<file path="config.mk">
export PLATFORM = sky130hd
export DESIGN_NAME = wc_tile_sched_flat
export DESIGN_NICKNAME = d
export VERILOG_FILES = /design/src/rtl/wc_tile_sched_if.sv /design/src/rtl/wc_tile_sched.sv /design/src/flat_wrapper.sv
export SDC_FILE = /design/constraint.sdc
export NUM_CORES = 1
export LEC_CHECK = 0
export ABC_AREA = 1
export BUFFER_PORTS_ARGS = -buffer_cell sky130_fd_sc_hd__buf_2
export CORE_MARGIN = 4
export CORE_UTILIZATION = 56
export CTS_CLUSTER_SIZE = 24
export DETAILED_ROUTE_END_ITERATION = 16
export GPL_ROUTABILITY_DRIVEN = 0
export GPL_TIMING_DRIVEN = 0
export PLACE_DENSITY = 0.79
export SKIP_CTS_REPAIR_TIMING = 1
export SLEW_MARGIN = 20
export SYNTH_ARGS = -nofsm -noshare
export SYNTH_HDL_FRONTEND = slang
export SYNTH_SLANG_ARGS = --single-unit
</file>
<file path="constraint.sdc">
create_clock -name clk -period 2.3 [get_ports clk]
set_input_delay 0.46 -clock clk [delete_from_list [all_inputs] [get_ports clk]]
set_output_delay 0.46 -clock clk [all_outputs]
set_load 0.05 [all_outputs]
</file>
<file path="src/rtl/wc_tile_sched_if.sv">
// Handshake bundle for the F(5,3) Winograd tile scheduler:
// sample stream in, window/results to and from the core, tiles out.
interface wc_tile_sched_if #(
  parameter int DW = 10
);
  logic            s_valid;
  logic [DW-1:0]   s_data;
  logic            s_ready;
  logic [7*DW-1:0] wc_d;
  logic            wc_issue;
  logic [5*DW-1:0] wc_z;
  logic            m_valid;
  logic [5*DW-1:0] m_data;
  logic            m_last;
  logic            m_ready;
  logic            busy;

  modport slave (
    input  s_valid, s_data, wc_z, m_ready,
    output s_ready, wc_d, wc_issue,
    output m_valid, m_data, m_last, busy
  );

  modport master (
    output s_valid, s_data, wc_z, m_ready,
    input  s_ready, wc_d, wc_issue,
    input  m_valid, m_data, m_last, busy
  );
endinterface

</file>
<file path="src/rtl/wc_tile_sched.sv">
// Streaming tile scheduler: 7-sample windows at stride 5 to the
// Winograd core, results buffered in a credit-guarded FIFO.
module wc_tile_sched #(
  parameter int DW       = 10,
  parameter int LINE_LEN = 32,
  parameter int WC_LAT   = 2,
  parameter int OF_DEPTH = 4
) (
  input  logic           clk,
  input  logic           rst,
  wc_tile_sched_if.slave bus
);
  localparam int TILES = (LINE_LEN - 2) / 5;
  localparam int TW    = $clog2(TILES + 1);
  localparam int AW    = $clog2(OF_DEPTH);
  localparam int CW    = $clog2(OF_DEPTH + WC_LAT + 1) + 1;
  localparam int ZW    = 5 * DW;
  localparam int EW    = ZW + 1;

  typedef enum logic [1:0] {
    FILL,
    STEP,
    ISSUE
  } state_e;

  state_e          state_q;
  logic [2:0]      fill_q;
  logic [TW-1:0]   tile_q;
  logic [7*DW-1:0] win_q;

  logic [WC_LAT-1:0] tv_q;
  logic [WC_LAT-1:0] tl_q;

  logic [EW-1:0] mem_q [OF_DEPTH];
  logic [AW-1:0] wp_q;
  logic [AW-1:0] rp_q;
  logic [AW:0]   cnt_q;
  logic [AW:0]   cnt_d;

  logic          acc;
  logic          issue;
  logic          credit;
  logic          tile_last;
  logic [2:0]    fill_tgt;
  logic [CW-1:0] infl;
  logic [CW-1:0] used;
  logic          push;
  logic          pop;
  logic [EW-1:0] head;

  always_comb begin
    infl = '0;
    for (int k = 0; k < WC_LAT; k++) begin
      infl = infl + CW'(tv_q[k]);
    end
  end

  // Slots already spoken for: buffered tiles plus tiles in the core.
  assign used      = CW'(cnt_q) + infl;
  assign credit    = used < CW'(OF_DEPTH);
  assign issue     = (state_q == ISSUE) & credit;
  assign tile_last = tile_q == TW'(TILES - 1);
  assign fill_tgt  = (state_q == FILL) ? 3'd6 : 3'd4;
  assign acc       = bus.s_valid & bus.s_ready;
  assign push      = tv_q[WC_LAT-1];
  assign pop       = bus.m_valid & bus.m_ready;
  assign head      = mem_q[rp_q];

  always_ff @(posedge clk) begin
    if (rst) begin
      state_q <= FILL;
      fill_q  <= '0;
      tile_q  <= '0;
      win_q   <= '0;
    end else begin
      if (acc) begin
        win_q <= {bus.s_data, win_q[7*DW-1:DW]};
      end
      unique case (state_q)
        FILL, STEP: begin
          if (acc) begin
            if (fill_q == fill_tgt) begin
              fill_q  <= '0;
              state_q <= ISSUE;
            end else begin
              fill_q <= fill_q + 3'd1;
            end
          end
        end
        ISSUE: begin
          if (credit) begin
            if (tile_last) begin
              tile_q  <= '0;
              win_q   <= '0;
              state_q <= FILL;
            end else begin
              tile_q  <= tile_q + TW'(1);
              state_q <= STEP;
            end
          end
        end
        default: state_q <= FILL;
      endcase
    end
  end

  always_ff @(posedge clk) begin
    if (rst) begin
      tv_q <= '0;
      tl_q <= '0;
    end else begin
      tv_q[0] <= issue;
      tl_q[0] <= tile_last;
      for (int k = 1; k < WC_LAT; k++) begin
        tv_q[k] <= tv_q[k-1];
        tl_q[k] <= tl_q[k-1];
      end
    end
  end

  always_comb begin
    cnt_d = cnt_q;
    if (push && !pop) begin
      cnt_d = cnt_q + (AW+1)'(1);
    end else if (pop && !push) begin
      cnt_d = cnt_q - (AW+1)'(1);
    end
  end

  always_ff @(posedge clk) begin
    if (rst) begin
      wp_q  <= '0;
      rp_q  <= '0;
      cnt_q <= '0;
    end else begin
      cnt_q <= cnt_d;
      if (push) begin
        wp_q <= wp_q + AW'(1);
      end
      if (pop) begin
        rp_q <= rp_q + AW'(1);
      end
    end
  end

  // Storage needs no reset; the head is masked while empty.
  always_ff @(posedge clk) begin
    if (push) begin
      mem_q[wp_q] <= {tl_q[WC_LAT-1], bus.wc_z};
    end
  end

  assign bus.s_ready  = ~rst & (state_q != ISSUE);
  assign bus.wc_d     = win_q;
  assign bus.wc_issue = issue;
  assign bus.m_valid  = cnt_q != '0;
  assign bus.m_data   = bus.m_valid ? head[ZW-1:0] : '0;
  assign bus.m_last   = bus.m_valid & head[EW-1];
  assign bus.busy     = (state_q != FILL) | (fill_q != '0) |
                        (infl != '0) | (cnt_q != '0);
endmodule
</file>
<file path="src/flat_wrapper.sv">
// flat-port wrapper written by rule: the top's interface ports become plain ports
module wc_tile_sched_flat 
#(
  parameter int DW       = 10,
  parameter int LINE_LEN = 32,
  parameter int WC_LAT   = 2,
  parameter int OF_DEPTH = 4
)
  (clk, rst, bus_s_valid, bus_s_data, bus_wc_z, bus_m_ready, bus_s_ready, bus_wc_d, bus_wc_issue, bus_m_valid, bus_m_data, bus_m_last, bus_busy);
  wc_tile_sched_if #(.DW(DW)) bus_i ();
  input  logic clk;
  input  logic rst;
  input wire logic [$bits(bus_i.s_valid)-1:0] bus_s_valid;
  input wire logic [$bits(bus_i.s_data)-1:0] bus_s_data;
  input wire logic [$bits(bus_i.wc_z)-1:0] bus_wc_z;
  input wire logic [$bits(bus_i.m_ready)-1:0] bus_m_ready;
  output wire logic [$bits(bus_i.s_ready)-1:0] bus_s_ready;
  output wire logic [$bits(bus_i.wc_d)-1:0] bus_wc_d;
  output wire logic [$bits(bus_i.wc_issue)-1:0] bus_wc_issue;
  output wire logic [$bits(bus_i.m_valid)-1:0] bus_m_valid;
  output wire logic [$bits(bus_i.m_data)-1:0] bus_m_data;
  output wire logic [$bits(bus_i.m_last)-1:0] bus_m_last;
  output wire logic [$bits(bus_i.busy)-1:0] bus_busy;
  assign bus_i.s_valid = bus_s_valid;
  assign bus_i.s_data = bus_s_data;
  assign bus_i.wc_z = bus_wc_z;
  assign bus_i.m_ready = bus_m_ready;
  assign bus_s_ready = bus_i.s_ready;
  assign bus_wc_d = bus_i.wc_d;
  assign bus_wc_issue = bus_i.wc_issue;
  assign bus_m_valid = bus_i.m_valid;
  assign bus_m_data = bus_i.m_data;
  assign bus_m_last = bus_i.m_last;
  assign bus_busy = bus_i.busy;
  wc_tile_sched #(.DW(DW), .LINE_LEN(LINE_LEN), .WC_LAT(WC_LAT), .OF_DEPTH(OF_DEPTH)) u_core (.clk(clk), .rst(rst), .bus(bus_i));
endmodule
</file>
# ---- Word-level counts from Yosys, hierarchy flattened
# Memories as Yosys holds them, arrays and structs flattened. A register that Yosys moved wholly into a read port is not among the register bits.
# Cells that the tools add are included.
dict set report word_totals {
  regBits 89
  ram_bits 204
  in_bits 64
  out_inout_bits 125
  elab_cells 69
  n_memories 1
}
dict set report classes {
  n_addsub 8
  n_lt_le_gt_ge 1
  n_eq_ne 8
  n_mux 19
  bitwise 9
  n_reduce_logical 14
}
# name depth word_bits rd rd_clocked_by_memory_dff wr line
set mem_list {}
lappend mem_list {u_core.mem_q 4 51 1 1 1 wc_tile_sched.sv:34} ;# logic [EW-1:0] mem_q [OF_DEPTH];
# op n
set op_table {}
lappend op_table {{$mux 70} 4}
lappend op_table {{$mux 50} 1}
lappend op_table {{$mux 2} 6}
lappend op_table {{$mux 3} 4}
lappend op_table {{$add 3x1->3 const B} 3}
lappend op_table {{$ne 2x1->1 const B} 3}
lappend op_table {{$reduce_bool 3->1} 2}
lappend op_table {{$and 1x1->1} 5}
lappend op_table {{$add 2x1->2 const B} 2}
lappend op_table {{$add 3x4->4} 1}
lappend op_table {{$lt 4x3->1 const B} 1}
lappend op_table {{$pmux 2 s2} 1}
lappend op_table {{$reduce_and 2->1} 2}
lappend op_table {{$reduce_bool 2->1} 2}
lappend op_table {{$reduce_bool 4->1} 1}
lappend op_table {{$eq 3x3->1} 1}
lappend op_table {{$eq 3x3->1 const B} 1}
lappend op_table {{$mux 1} 3}
lappend op_table {{$or 1x1->1} 3}
lappend op_table {{$reduce_and 3->1} 1}
lappend op_table {{$sub 3x1->3 const B} 1}
lappend op_table {{$add 1x1->2} 1}
lappend op_table {{$eq 2x1->1 const B} 1}
lappend op_table {{$eq 2x2->1 const B} 1}
lappend op_table {{other kinds (6)} 8}

# ---- Logic depth before layout (Yosys ltp)
dict set report depth {
  ltp_word 7
  mapped_depth 10
  ltp_nobuf 10
}

# ---- Worst setup path before layout
# No wires, ideal clock.
dict set report synth_timing {
  path_type {register to output}
  from {reg (tool-made name)}
  to {out bus_m_data[40]}
  t_arrival_ns 1.812
  t_required_ns 1.840
  path_slack_ns 0.028
  path_stages_with_launch 7
  n_path_buf 2
  path_cell_list {dfxtp_1 clkbuf_1 clkinv_1 clkbuf_1 nor2_1 o21ai_0 a21oi_1}
}
# item line
set synth_rtl {}
lappend synth_rtl {{end: declaration} flat_wrapper.sv:21} ;# output wire logic [$bits(bus_i.m_data)-1:0] bus_m_data;

==> results.sh <==
export IMPL_place_ws_ps=-331
export IMPL_share_comb_of_total_power_pct=32.8
export IMPL_ant_nets=0
export IMPL_tightest_slew_ps=755
export IMPL_report_final_slew_viol_count=0
export IMPL_grt_overflow=0
export IMPL_clk_pin_slew_ps=60
export IMPL_drt_iter0_markers=637
export IMPL_yosysWarnings=0
export IMPL_final_setup_worst_slack_ps=-191
export IMPL_post_drt_wl_per_cell_microns=17.8
export IMPL_p_leak_nw=5.41
export IMPL_post_synth_num_cell_types=24
export IMPL_p_per_area_nw_per_um2=1100
export IMPL_drv_cap=0
export IMPL_area_growth_pct=26.1
export IMPL_fin_nets=1350
export IMPL_fin_skew_ps=8.01
export IMPL_slew_headroom_pct=49.7
export IMPL_clock_latency_ps=540
export IMPL_rsz0062_at_grt="yes"
export IMPL_grt_pass1_vias=8116
export IMPL_setup_viol=41
export IMPL_grt_max_degree=52
export IMPL_cts_sinks=295
export IMPL_hold_violations=0
export IMPL_postSynthCellCount=1046
export IMPL_p_clk_share_pct=30.0
export IMPL_avgViaCountPerCell=5.45
export IMPL_hold_slack_ps=127
export IMPL_cts_root_buf="clkbuf_16"
export IMPL_vias=8529
export IMPL_peakVddDrop_mv=0.642
export IMPL_cts_buffers=30
export IMPL_drive_gt1_share_pct=25.7
export IMPL_antenna_found_initial=8
export IMPL_regArea_sq_um=7960
export IMPL_die_x_microns=150
export IMPL_power_switching_mw=5.55
export IMPL_cp_data_arrival_time_ps=2030
export IMPL_hold_path_class="input pin to register"
export IMPL_end_kind="primary output"
export IMPL_syn_cell_area_sq_um=11300
export IMPL_period_share_pct=108
export IMPL_multi_input_area_sq_um=3040
export IMPL_fillers=1303
export IMPL_critPathLaunchType="register"
export IMPL_synth_seq_area_share_pct=70.6
export IMPL_seq_power_share_pct=37.2
export IMPL_io_pins=189
export IMPL_die_h_microns=150
export IMPL_worstPathRequired_ps=1840
export IMPL_path_max_fanout=10
export IMPL_remaining_drc_errors=0
export IMPL_syn_avg_cell_area_sq_um=10.8
export IMPL_synth_fp_nets=1121
export IMPL_final_util_pct=72.4
export IMPL_grt_usage_pct=23.2
export IMPL_cts_tree="done"
export IMPL_port_buffers=187
export IMPL_cts_path_max_buffers=3
export IMPL_fmax_mhz=401
export IMPL_initial_core_util_pct=57.5
export IMPL_dieArea_sq_um=22400
export IMPL_swShare_pct=35.6
export IMPL_routed_wl_microns=27900
export IMPL_crit_type="register to primary output"
export IMPL_p_int_mw=10.0
export IMPL_violations="negative setup slack"
export IMPL_rows=51
export IMPL_drtPass1Iterations=6
export IMPL_core_area_sq_um=19600
export IMPL_htree_levels=1
export IMPL_dp_hpwl_microns=16900
export IMPL_synth_seq_cells=295
export IMPL_status="finished, violations left"
export IMPL_post_route_min_period_ps=2490
export IMPL_grt_pass1_wl_microns=41300
sequential cells by signal, indices dropped and copies added (netlist names), named ones only:
register,cells
u_core.mem_q,204
u_core.tile_q,3
u_core.cnt_q,3
u_core.tl_q,2
u_core.fill_q,3
u_core.rp_q,2
u_core.tv_q,2
u_core.state_q,2
u_core.bus.wc_d,70
u_core.wp_q,2
area by class of cell:
class | instances | area share (%)
antenna | 2 | 0.0353
buffer | 60 | 3.36
clock buffer | 41 | 6.09
clock inverter | 15 | 0.785
inverter | 32 | 0.935
multi-input combinational | 658 | 21.4
sequential | 295 | 56.1
tap | 265 | 2.34
timing repair buffer | 198 | 8.93
power groups by stage:
stage	logic (mW)	registers, mW	clock network (mW)
2_1_floorplan	2.98	5.90	0
3_3_place_gp	4.14	5.87	0
3_5_place_dp	4.18	5.87	0
4_1_cts	4.20	5.76	4.71
5_1_grt	5.36	5.80	4.95
6_report	5.10	5.79	4.68
cell families after synthesis:
family,after synthesis,synth area share (%)
flip-flops,295,70.6
buffers and inverters,93,3.36
adder cells (fa/ha/maj),11,1.29
AND/OR/NAND/NOR,400,13.7
AO/OA/AOI/OAI,247,11.0
synth_stat cells (all sizes together):
cell type	instances	area [sq um]
nor2	226	858
edfxtp	204	6130
nand2	161	604
a21oi	133	666
o21ai	114	574
dfxtp	91	1820
clkbuf	35	131
inv	31	116
buf	26	126
ha	10	125
nand3	8	45.0
nand4	3	25.0
nor3	2	15.0
clkinv	1	3.75
fa	1	20.0
metrics by stage:
| stage | cells | setup TNS, ps | cell area [sq um] | power, mW |
|---|---|---|---|---|
| after floorplan | 1046 | 0 | 11300 | 8.88 |
| after global placement | 1498 | -87210 | 12500 | 10.0 |
| after detailed placement | 1499 | -6180 | 12600 | 10.1 |
| after CTS | 1555 | -38500 | 13500 | 14.7 |
| after global routing | 1565 | -6100 | 14200 | 16.1 |
| final | 1566 | -2160 | 14200 | 15.6 |
routing by layer:
metal | part of all wire [%] | wire (microns) | GRT usage, % | up-vias
met3 | 8.7 | 2430 | 5.54 | 61
li1 | - | - | - | 4046
met4 | 2.2 | 618 | 6.63 | 12
met5 | 0.29 | 81 | 0 | -
met1 | 39 | 10800 | 29.3 | 4026
met2 | 50 | 13900 | 40.1 | 384
critical path, cell delays in order (launching register included):
cell	delay [ps]
dfxtp_4	390
inv_2	110
clkbuf_2	250
o21ai_0	160
a21oi_1	310
buf_4	260
cell usage in the layout (no fill, tap or decap), types with 5 or more instances in the layout:
master,n
inv_1,25
clkbuf_16,35
a21oi_1,128
clkbuf_1,14
buf_6,12
nor2_1,215
ha_1,8
edfxtp_1,204
buf_8,10
inv_4,5
nor2_4,5
o21ai_0,79
nand2_1,161
clkbuf_2,10
nand3_1,6
buf_4,54
o21ai_1,33
dfxtp_1,86
nor2_2,6
buf_2,152
path summary, 6_finish.rpt:
kind,startpoint,to,slack [ps],depth (start not counted)
worst max-delay path,register,bus_m_data[10],-190,5
worst min-delay path,bus_wc_z[8],u_core.mem_q[3][8]$_DFFE_PP_,130,1
worst max register to register,u_core.cnt_q[1]$_SDFFE_PP0P_,u_core.cnt_q[2]$_SDFFE_PP0P_,210,11
worst min register to register,u_core.tl_q[0]$_SDFF_PP0_,u_core.tl_q[1]$_SDFF_PP0_,440,2
(Power assumes the default switching activity.)
